`src/rtl/fetch_unit.sv`:
```
// fetch_unit: sequential PC generator feeding a DEPTH-entry in-order {pc, ir} buffer toward decode.
// Optional feature macro RVGA_FETCH_MISALIGN_CHECK_EN: misaligned redirects halt fetch and raise misaligned_o.
module fetch_unit #(
    parameter logic [31:0] RESET_PC = 32'h0000_0000,
    parameter int          DEPTH    = 4
) (
    input  logic        clk_i,
    input  logic        rst_i,
    output logic        imem_req_v_o,
    output logic [31:0] imem_req_addr_o,
    input  logic        imem_req_ready_i,
    input  logic        imem_resp_v_i,
    input  logic [31:0] imem_resp_data_i,
    input  logic        redirect_v_i,
    input  logic [31:0] redirect_pc_i,
    output logic        fetch_v_o,
    input  logic        decode_ready_i,
    output logic [31:0] pc_o,
    output logic [31:0] ir_o,
    output logic        misaligned_o
);
    localparam int PW = $clog2(DEPTH);
    localparam int CW = PW + 1;
    // Discard counter is wider than DEPTH: back-to-back redirects with a slow memory can stack drops.
    localparam int DW = PW + 3;

    logic [31:0]    pc_q, pc_d;
    logic [31:0]    ent_pc_q [DEPTH];
    logic [31:0]    ent_pc_d [DEPTH];
    logic [31:0]    ent_ir_q [DEPTH];
    logic [31:0]    ent_ir_d [DEPTH];
    logic [DEPTH-1:0] ent_filled_q, ent_filled_d;
    logic [PW-1:0]  head_q, head_d, alloc_q, alloc_d, fill_q, fill_d;
    logic [CW-1:0]  count_q, count_d, pend_q, pend_d;
    logic [DW-1:0]  drop_q, drop_d;

    logic           halt;
    logic           deq;
    logic           req_fire;
    logic           resp_keep;
    logic [CW-1:0]  occ_after;
    logic [31:0]    redir_tgt;

`ifdef RVGA_FETCH_MISALIGN_CHECK_EN
    logic halt_q, halt_d;
    assign halt         = halt_q;
    assign misaligned_o = halt_q;
`else
    assign halt         = 1'b0;
    assign misaligned_o = 1'b0;
`endif

    assign redir_tgt       = redirect_pc_i & 32'hFFFF_FFFC;
    assign fetch_v_o       = !rst_i && !redirect_v_i && ent_filled_q[head_q];
    assign pc_o            = ent_pc_q[head_q];
    assign ir_o            = ent_ir_q[head_q];
    assign deq             = fetch_v_o && decode_ready_i;
    // A dequeue this cycle frees its slot for a request in the same cycle.
    assign occ_after       = count_q - CW'(deq);
    assign imem_req_v_o    = !rst_i && !redirect_v_i && !halt && (occ_after < CW'(DEPTH));
    assign imem_req_addr_o = pc_q & 32'hFFFF_FFFC;
    assign req_fire        = imem_req_v_o && imem_req_ready_i;
    assign resp_keep       = imem_resp_v_i && (drop_q == '0);

    always_comb begin
        pc_d         = pc_q;
        ent_pc_d     = ent_pc_q;
        ent_ir_d     = ent_ir_q;
        ent_filled_d = ent_filled_q;
        head_d       = head_q;
        alloc_d      = alloc_q;
        fill_d       = fill_q;
        count_d      = count_q;
        pend_d       = pend_q;
        drop_d       = drop_q;
`ifdef RVGA_FETCH_MISALIGN_CHECK_EN
        halt_d       = halt_q;
`endif
        if (redirect_v_i) begin
            pc_d         = redir_tgt;
            ent_filled_d = '0;
            head_d       = '0;
            alloc_d      = '0;
            fill_d       = '0;
            count_d      = '0;
            pend_d       = '0;
            // Every unfilled entry still has a response coming; a response this cycle consumes one.
            drop_d       = drop_q + DW'(pend_q) - DW'(imem_resp_v_i);
`ifdef RVGA_FETCH_MISALIGN_CHECK_EN
            halt_d       = (redirect_pc_i[1:0] != 2'b00);
`endif
        end else begin
            if (req_fire) begin
                ent_pc_d[alloc_q]     = pc_q;
                ent_filled_d[alloc_q] = 1'b0;
                alloc_d               = alloc_q + PW'(1);
                pc_d                  = pc_q + 32'd4;
            end
            if (imem_resp_v_i) begin
                if (drop_q != '0) begin
                    drop_d = drop_q - DW'(1);
                end else begin
                    ent_ir_d[fill_q]     = imem_resp_data_i;
                    ent_filled_d[fill_q] = 1'b1;
                    fill_d               = fill_q + PW'(1);
                end
            end
            if (deq) begin
                ent_filled_d[head_q] = 1'b0;
                head_d               = head_q + PW'(1);
            end
            count_d = count_q + CW'(req_fire) - CW'(deq);
            pend_d  = pend_q + CW'(req_fire) - CW'(resp_keep);
        end
    end

    always_ff @(posedge clk_i) begin
        if (rst_i) begin
            pc_q <= RESET_PC;
            for (int i = 0; i < DEPTH; i++) begin
                ent_pc_q[i] <= '0;
                ent_ir_q[i] <= '0;
            end
            ent_filled_q <= '0;
            head_q       <= '0;
            alloc_q      <= '0;
            fill_q       <= '0;
            count_q      <= '0;
            pend_q       <= '0;
            drop_q       <= '0;
`ifdef RVGA_FETCH_MISALIGN_CHECK_EN
            halt_q       <= 1'b0;
`endif
        end else begin
            pc_q         <= pc_d;
            ent_pc_q     <= ent_pc_d;
            ent_ir_q     <= ent_ir_d;
            ent_filled_q <= ent_filled_d;
            head_q       <= head_d;
            alloc_q      <= alloc_d;
            fill_q       <= fill_d;
            count_q      <= count_d;
            pend_q       <= pend_d;
            drop_q       <= drop_d;
`ifdef RVGA_FETCH_MISALIGN_CHECK_EN
            halt_q       <= halt_d;
`endif
        end
    end
endmodule

```
`config.mk`:
```
export PLATFORM = sky130hd
export DESIGN_NAME = fetch_unit
export DESIGN_NICKNAME = d
export VERILOG_FILES = /design/src/rtl/fetch_unit.sv
export SDC_FILE = /design/constraint.sdc
export NUM_CORES = 1
export LEC_CHECK = 0
export ABC_CLOCK_PERIOD_IN_PS = 3700
export CORE_AREA = 2 2 157 159
export CTS_CLUSTER_DIAMETER = 150
export DETAILED_ROUTE_END_ITERATION = 6
export DIE_AREA = 0 0 159 161
export PLACE_DENSITY = 0.81
export SYNTH_ARGS = -nofsm -noshare
export SYNTH_HDL_FRONTEND = slang
export SYNTH_SLANG_ARGS = --single-unit
export TNS_END_PERCENT = 1
```
`constraint.sdc`:
```
create_clock -name clk_i -period 3.7 [get_ports clk_i]
set_input_delay 0.37 -clock clk_i [delete_from_list [all_inputs] [get_ports clk_i]]
set_output_delay 0.37 -clock clk_i [all_outputs]
set_load 0.1 [all_outputs]
```
==> results of run 1 <==
[metrics by stage]
step	worst slack, ps	instance area [um2]
6_report	300	16000
4_1_cts	221	16000
3_5_place_dp	430	14900
3_3_place_gp	533	14900
2_1_floorplan	485	13200
5_1_grt	89.9	16000
[registers in the layout, summed over array words and instances, names as in the netlist]
register,cells
ent_ir_q,128
ent_pc_q,120
pc_q,30
drop_q,5
ent_filled_q,4
count_q,3
pend_q,3
alloc_q,2
fill_q,2
head_q,2
[worst paths after layout]
path | from | to | slack [ps]
hold / removal | rst_i | ent_pc_q[9] | 360
setup reg to reg | head_q[0] | count_q[2] | 760
hold reg to reg | ent_ir_q[127] | ent_ir_q[127] | 450
setup / recovery | head_q[0] | pc_o[22] | 300
[cells by family (layout without fill, tap and decap cells)]
family                   count (synthesis)  in the layout  synth area share, %
AO/OA/AOI/OAI                          315            315                 13.2
adder cells (fa/ha/maj)                 28             28                 2.83
buffers and inverters                  169            278                 5.02
multiplexers                            66             66                 11.0
flip-flops                             299            299                 45.4
AND/OR/NAND/NOR                        656            656                 20.7
other                                    1              5               0.0284
XOR/XNOR                                28             28                 1.86
[cell usage in the layout (no fill, tap or decap), types with 9 or more instances in the layout]
master,instances
sky130_fd_sc_hd__nand2_1,518
sky130_fd_sc_hd__dfxtp_1,297
sky130_fd_sc_hd__a21oi_1,254
sky130_fd_sc_hd__clkdlybuf4s50_1,96
sky130_fd_sc_hd__buf_4,85
sky130_fd_sc_hd__mux4_2,63
sky130_fd_sc_hd__nor2_1,44
sky130_fd_sc_hd__clkbuf_16,37
sky130_fd_sc_hd__inv_1,30
sky130_fd_sc_hd__ha_1,25
sky130_fd_sc_hd__xnor2_1,23
sky130_fd_sc_hd__a211oi_1,21
sky130_fd_sc_hd__nand3_1,14
sky130_fd_sc_hd__nand4_1,13
sky130_fd_sc_hd__a311oi_1,13
sky130_fd_sc_hd__or4_1,10
sky130_fd_sc_hd__o31ai_1,10
sky130_fd_sc_hd__and2_1,9
sky130_fd_sc_hd__clkbuf_8,9
sky130_fd_sc_hd__buf_12,9
[final cells by class]
| class | instances | share of cell area, % |
|---|---|---|
| sequential | 299 | 37.4 |
| clock buffer | 49 | 6.56 |
| timing repair buffer | 191 | 11.2 |
| clock inverter | 7 | 0.741 |
| tap | 324 | 2.53 |
| multi-input combinational | 1098 | 40.9 |
| inverter | 31 | 0.726 |
[routing by layer]
metal,vias to the layer above,global-route usage (%)
li1,5485,-
met1,5542,34.8
met2,456,47.4
met3,81,4.26
met4,0,11.7
met5,-,0
[power breakdown]
part	switching, mW	leakage (nW)	internal [mW]
clock	1.28	0.569	2.17
sequential	0.112	2.42	3.32
combinational	0.961	2.45	0.452
==> implementation parameters, run 1 <==
Parameter                              Value

Detailed routing
  Highest Signal Layer    met4
  Number of remaining DRC errors    0
  Initial DRT Pass Iterations    6
  Overall routed net length    35.5 mm
  Violation count after the first detailed-route iteration    roughly 1,000
  Count of vias placed by the detailed router    around 12,000
  Routed vias/inst    5.78
  Number of antenna-violating nets in the routed design    0
  Average wire per cell in the routed design    17.8 um
  Routed wl met2    17.8 mm
  Routed met3 length    2.55 mm
  DRT met1 WL    14.2 mm

Global routing
  Wire length of the first global-routing pass    57.8 mm
  Antenna violations before repair    0
  Largest net degree at the start of global routing    220
  Total congestion overflow after global routing    0
  Vias in the first global route    11,510
  GRT Util Overall    27.6%

Cells and area
  Area taken by flip-flops and latches    5990 um2
  Fraction of layout instances using a drive strength above 1    13.0%
  Post-route non-filler standard cell count    1,999
  Core utilization of the finished layout    66.9%
  Filler cell count    ~1,900
  Area Growth Syn to Fin    21.6%
  Inserted Diodes    0
  Post-layout nets    1,753
  Area taken by multi-input logic gates    6560 um2

Synth
  Post-synth ARST share    0%
  Avg Synthesized Cell Area    8.44 um2
  Leading cell types by count after synthesis    sky130_fd_sc_hd__nand2_1 (518), sky130_fd_sc_hd__dfxtp_1 (299), sky130_fd_sc_hd__a21oi_1 (254)
  Post-synth EDFFs    0
  Share of Yosys cell area claimed by the top area cell type    approximately 45%
  Most used flip-flop cell after synthesis    sky130_fd_sc_hd__dfxtp_1
  Biggest area contributors in the synthesized netlist    sky130_fd_sc_hd__dfxtp_1 (45%), sky130_fd_sc_hd__nand2_1 (15%), sky130_fd_sc_hd__mux4_2 (11%), sky130_fd_sc_hd__a21oi_1 (9.6%), sky130_fd_sc_hd__clkbuf_1 (3.5%)
  Sequential fraction of the synthesis area    between 40% and 50%
  Post-synth cell types    45
  Leading cell type by number of instances after synthesis    sky130_fd_sc_hd__nand2_1
  Area of the mapped netlist    13,200 um2
  Top cell type by total area after synthesis    sky130_fd_sc_hd__dfxtp_1
  Number of standard cells after synthesis    1,562
  Number of warnings issued by yosys    0
  Register bit count reported by yosys    299

Placed design
  Routability-driven placement congestion ratio    0.802
  Half-perimeter wire length after placement    21.8 mm
  Cell total after placement    1,943
  Port bufs    roughly 160

Setup path
  Depth of the worst register-to-register path    12
  Kind of launch point of the worst setup path    flop
  Critical Path AT    3030 ps
  Critical Path Most Common Cell    sky130_fd_sc_hd__buf_4
  Maximum fanout along the worst path    37
  Cell class contributing the biggest share of worst-path delay    buffers and inverters
  Classification of the worst setup path    reg -> out
  Library cell contributing the largest single delay on the critical path    sky130_fd_sc_hd__buf_4
  Critical-path cell list    buf_4, buf_4, mux4_2, buf_4
  Number of gates on the worst path with buffers counted    4
  Worst endpoint required time    3330 ps
  Sum of buffers and inverters on the critical path    3
  Critical Path Sink Type    output port
  Crit path largest cell delay    720 ps

Clock tree
  Clock tree from TritonCTS    built
  TritonCTS sink count    299
  Hold buffers post-CTS    0
  Clock Pin Slew Worst Setup and Hold Paths    60 ps
  Clock tree buffer depth    3
  Root buffer cell    sky130_fd_sc_hd__clkbuf_16
  Total of cells resized after clock tree synthesis    0
  Count of H-tree levels built during CTS    2
  Post-CTS setup repair buffer count    0
  Clock Latency Late Sink    about 500 ps
  TritonCTS Buffers    34

Timing
  Final critical delay including setup and external delays    3400 ps
  Count of endpoints failing setup in the final report    0
  Setup TNS    0 ps
  Measured slew at the worst slew-check pin    1070 ps
  Fin. max-slew vios    0
  Final Hold Vio Count    0
  Final critical-path share of the clock period    91.9%
  Max_slew headroom    28.8%
  Worst Hold Margin    359 ps
  Worst setup skew after layout    approximately 18 ps
  FMAX    294 MHz
  Setup repair after global routing missed its margin    false

Die
  Starting Density    55.0%
  Cell Rows    57
  Area of the core    between 20,000 and 25,000 um2
  Chip height    161 um
  Number of primary I/O pins    169
  DIE AREA    25,600 um2
  Die boundary width    159 um

Run status
  Outcome    completed

Power
  Max rail drop VDD    0.248 mV
  Total power draw    ~8.3 mW
  Areal power density over the cells    518 nW/um2
  Leakage power figure    5.44 nW

Worst hold path
  Number of stages on the worst hold path    2
  Hold Path Class    in -> reg

Flow run
  Max-Cap Viols    0
Power figures use the tool's default switching activity.
==> run 2, diff against run 1 <==
Settings changed: ABC_CLOCK_PERIOD_IN_PS 3700 to 3100, CORE_AREA 2 2 157 159 to 2 2 156 158, DIE_AREA 0 0 159 161 to 0 0 158 160, DONT_BUFFER_PORTS set to 1, PLACE_DENSITY 0.81 to 0.75.
Clock period 3.7 ns to 3.1 ns, I/O delays scaled along.
==> run 2 against run 1 <==
  * Final cell count increased by 2.2%
  * Global-route usage increased by 1.8 points
  * Worst setup slack got worse by 160 ps
  * Wire length increased by 6.2%
  * Combinational power increased by 18%
  * Non-clock buffer count increased by 43
  * Sequential share of layout area decreased by 0.60 points
  * Clock-buffer cell count decreased by 6
  * Via count increased by 2.5%
==> implementation parameters, run 2 (synthesized netlist as in run 1, its figures left out) <==
Parameter                              Value

Cells and area
  Most frequent standard cell in the layout excluding fill and tap cells    sky130_fd_sc_hd__nand2_1 (unchanged)
  Area taken by multi-input logic gates    6570 um2 (was 6560 um2)
  Top Registers    ent_ir_q (128), ent_pc_q (120), pc_q (30) (unchanged)
  Commonest non-fill, non-tap cells in the layout    sky130_fd_sc_hd__nand2_1 (518), sky130_fd_sc_hd__dfxtp_1 (295), sky130_fd_sc_hd__a21oi_1 (253) (was sky130_fd_sc_hd__nand2_1 (518), sky130_fd_sc_hd__dfxtp_1 (297), sky130_fd_sc_hd__a21oi_1 (254))
  Post-layout nets    1,793 (was 1,753)
  Max FFs per register    128 (unchanged)
  Filler cell count    1,856 (was 1,905)
  Area Growth Syn to Fin    23.6% (was 21.6%)
  Area taken by flip-flops and latches    6000 um2 (was 5990 um2)
  Fraction of layout instances using a drive strength above 1    11.1% (was 13.0%)
  Core utilization of the finished layout    68.5% (was 66.9%)
  Reg with most FFs    ent_ir_q (unchanged)

Global routing
  Total congestion overflow after global routing    0 (unchanged)
  Antenna violations before repair    1 (was 0)
  Vias in the first global route    11,701 (was 11,510)
  GRT Util Overall    29.4% (was 27.6%)
  Largest net degree at the start of global routing    161 (was 220)
  Wire length of the first global-routing pass    59.8 mm (was 57.8 mm)

Clock tree
  TritonCTS Buffers    31 (was 34)
  Count of H-tree levels built during CTS    1 (was 2)
  Clock Latency Late Sink    560 ps (was 510 ps)
  TritonCTS sink count    299 (unchanged)
  Clock tree from TritonCTS    built (unchanged)
  Clock Pin Slew Worst Setup and Hold Paths    60 ps (about the same)
  Root buffer cell    sky130_fd_sc_hd__clkbuf_16 (unchanged)
  Clock tree buffer depth    3 (unchanged)

Power
  Clk pwr share    39.4% (was 41.6%)
  Max rail drop VDD    0.610 mV (was 0.248 mV)
  Combinational fraction of design power    17.6% (was 17.0%)
  Areal power density over the cells    576 nW/um2 (was 518 nW/um2)
  Leakage power figure    5.82 nW (was 5.44 nW)
  Cell Int Power    6.62 mW (was 5.94 mW)
  NetSw    2.78 mW (was 2.36 mW)
  Reg power frac    43.0% (was 41.3%)
  Switch share    29.6% (was 28.4%)

Flow run
  Max-Cap Viols    0 (unchanged)

Die
  Area of the core    23,800 um2 (was 24,000 um2)
  Die boundary width    158 um (was 159 um)
  Cell Rows    57 (unchanged)
  Chip height    160 um (was 161 um)
  DIE AREA    25,300 um2 (was 25,600 um2)
  Number of primary I/O pins    169 (unchanged)
  Starting Density    55.4% (was 55.0%)

Setup path
  Critical-path cell list    buf_8, buf_6, mux4_2 (was buf_4, buf_4, mux4_2, buf_4)
  Critical Path AT    2650 ps (was 3030 ps)
  Crit path largest cell delay    860 ps (was 720 ps)
  Library cell contributing the largest single delay on the critical path    sky130_fd_sc_hd__mux4_2 (was sky130_fd_sc_hd__buf_4)
  Worst endpoint required time    2790 ps (was 3330 ps)
  Critical Path Sink Type    output port (unchanged)
  Kind of launch point of the worst setup path    flop (unchanged)
  Classification of the worst setup path    reg -> out (unchanged)
  Reg2Reg Setup Slack    200 ps (was 760 ps)
  Maximum fanout along the worst path    39 (was 37)

Detailed routing
  DRT met1 WL    14.9 mm (was 14.2 mm)
  Routed wl met2    18.0 mm (was 17.8 mm)
  Number of remaining DRC errors    0 (unchanged)
  Number of antenna-violating nets in the routed design    0 (unchanged)
  Count of vias placed by the detailed router    11,851 (was 11,564)
  Highest Signal Layer    met4 (unchanged)
  Initial DRT Pass Iterations    5 (was 6)
  Violation count after the first detailed-route iteration    971 (was 980)
  Routed vias/inst    5.80 (was 5.78)
  Overall routed net length    37.7 mm (was 35.5 mm)
  Routed met3 length    3.19 mm (was 2.55 mm)
  Average wire per cell in the routed design    18.5 um (was 17.8 um)

Placed design
  Half-perimeter wire length after placement    21.1 mm (was 21.8 mm)
  Routability-driven placement congestion ratio    0.863 (was 0.802)
  Port bufs    0 (was 161)

Timing
  Final critical delay including setup and external delays    2960 ps
  Max_slew headroom    28.8% (about the same)
  Worst setup skew after layout    23.7 ps (was 17.6 ps)
  Setup TNS    0 ps (unchanged)
  FMAX    338 MHz
  Fin. max-slew vios    0 (unchanged)
  Count of endpoints failing setup in the final report    0 (unchanged)
  Setup repair after global routing missed its margin    false (unchanged)
  Final Hold Vio Count    0 (unchanged)
  Measured slew at the worst slew-check pin    1070 ps (about the same)
  Final critical-path share of the clock period    95.4%

Run status
  Outcome    completed (unchanged)

Worst hold path
  Hold Path Class    in -> reg (unchanged)
-- run 2: cell count changes in the layout (fill, tap and decap cells not counted), sizes merged --
cell / previous run / this run
dlygate4sd3: 0 / 167
clkdlybuf4s50: 96 / 0
buf: 94 / 67
clkbuf: 50 / 43
clkinv: 2 / 8
clkinvlp: 2 / 0
diode: 0 / 1
inv: 31 / 32
-- run 2: final cells by class --
cell class | instances | share of cell area (%)
antenna | 1 | 0.0153
clock buffer | 43 | 5.28
clock inverter | 12 | 0.852
inverter | 31 | 0.714
multi-input combinational | 1098 | 40.3
sequential | 299 | 36.8
tap | 324 | 2.49
timing repair buffer | 234 | 13.6
-- run 2: path summary, 6_finish.rpt --
| path | cells after the start | end | from |
|---|---|---|---|
| max | 3 | pc_o[28] | head_q[0] |
| min | 2 | drop_q[4] | redirect_v_i |
| max reg2reg | 12 | count_q[2] | head_q[0] |
| min reg2reg | 2 | ent_pc_q[26] | ent_pc_q[26] |
-- run 2: through the flow --
step	cell area (um2)	cells	worst slack [ps]	total power, mW	hold WS (ps)
2_1_floorplan	13200	1566	-0.297	5.42	433
3_3_place_gp	13600	1817	207	5.56	393
3_5_place_dp	13600	1817	188	5.61	398
4_1_cts	16300	2040	71.5	9.43	49.0
5_1_grt	16300	2042	7.97	9.72	76.3
6_report	16300	2042	144	9.40	70.4
-- run 2: critical path: cells and delay by family (launching register included) --
| kind | cells | cell delay, ps |
|---|---|---|
| buffers and inverters | 2 | 840 |
| DFF | 1 | 360 |
| muxes | 1 | 860 |
-- run 2: what timing repair did --
item / CTS / global route
endpoints found under the hold margin: 282 / 0
resized for setup: 3 / 1
hold buffers: 168 / 0
setup endpoints to repair: 28 / 21
pin swaps: 0 / 1
setup buffers: 0 / 1
-- run 2: per-layer routing --
metal / GRT usage (%) / vias up
li1: - / 5565
met3: 6.19 / 119
met5: 0 / -
met2: 48.4 / 535
met1: 37.2 / 5632
met4: 12.9 / 0
-- run 2: power groups by stage --
stage,combinational (mW),sequential (mW),clock [mW]
6_report,1.66,4.04,3.70
5_1_grt,1.77,4.05,3.89
4_1_cts,1.65,4.04,3.74
3_5_place_dp,1.48,4.12,0
3_3_place_gp,1.45,4.12,0
2_1_floorplan,1.11,4.31,0
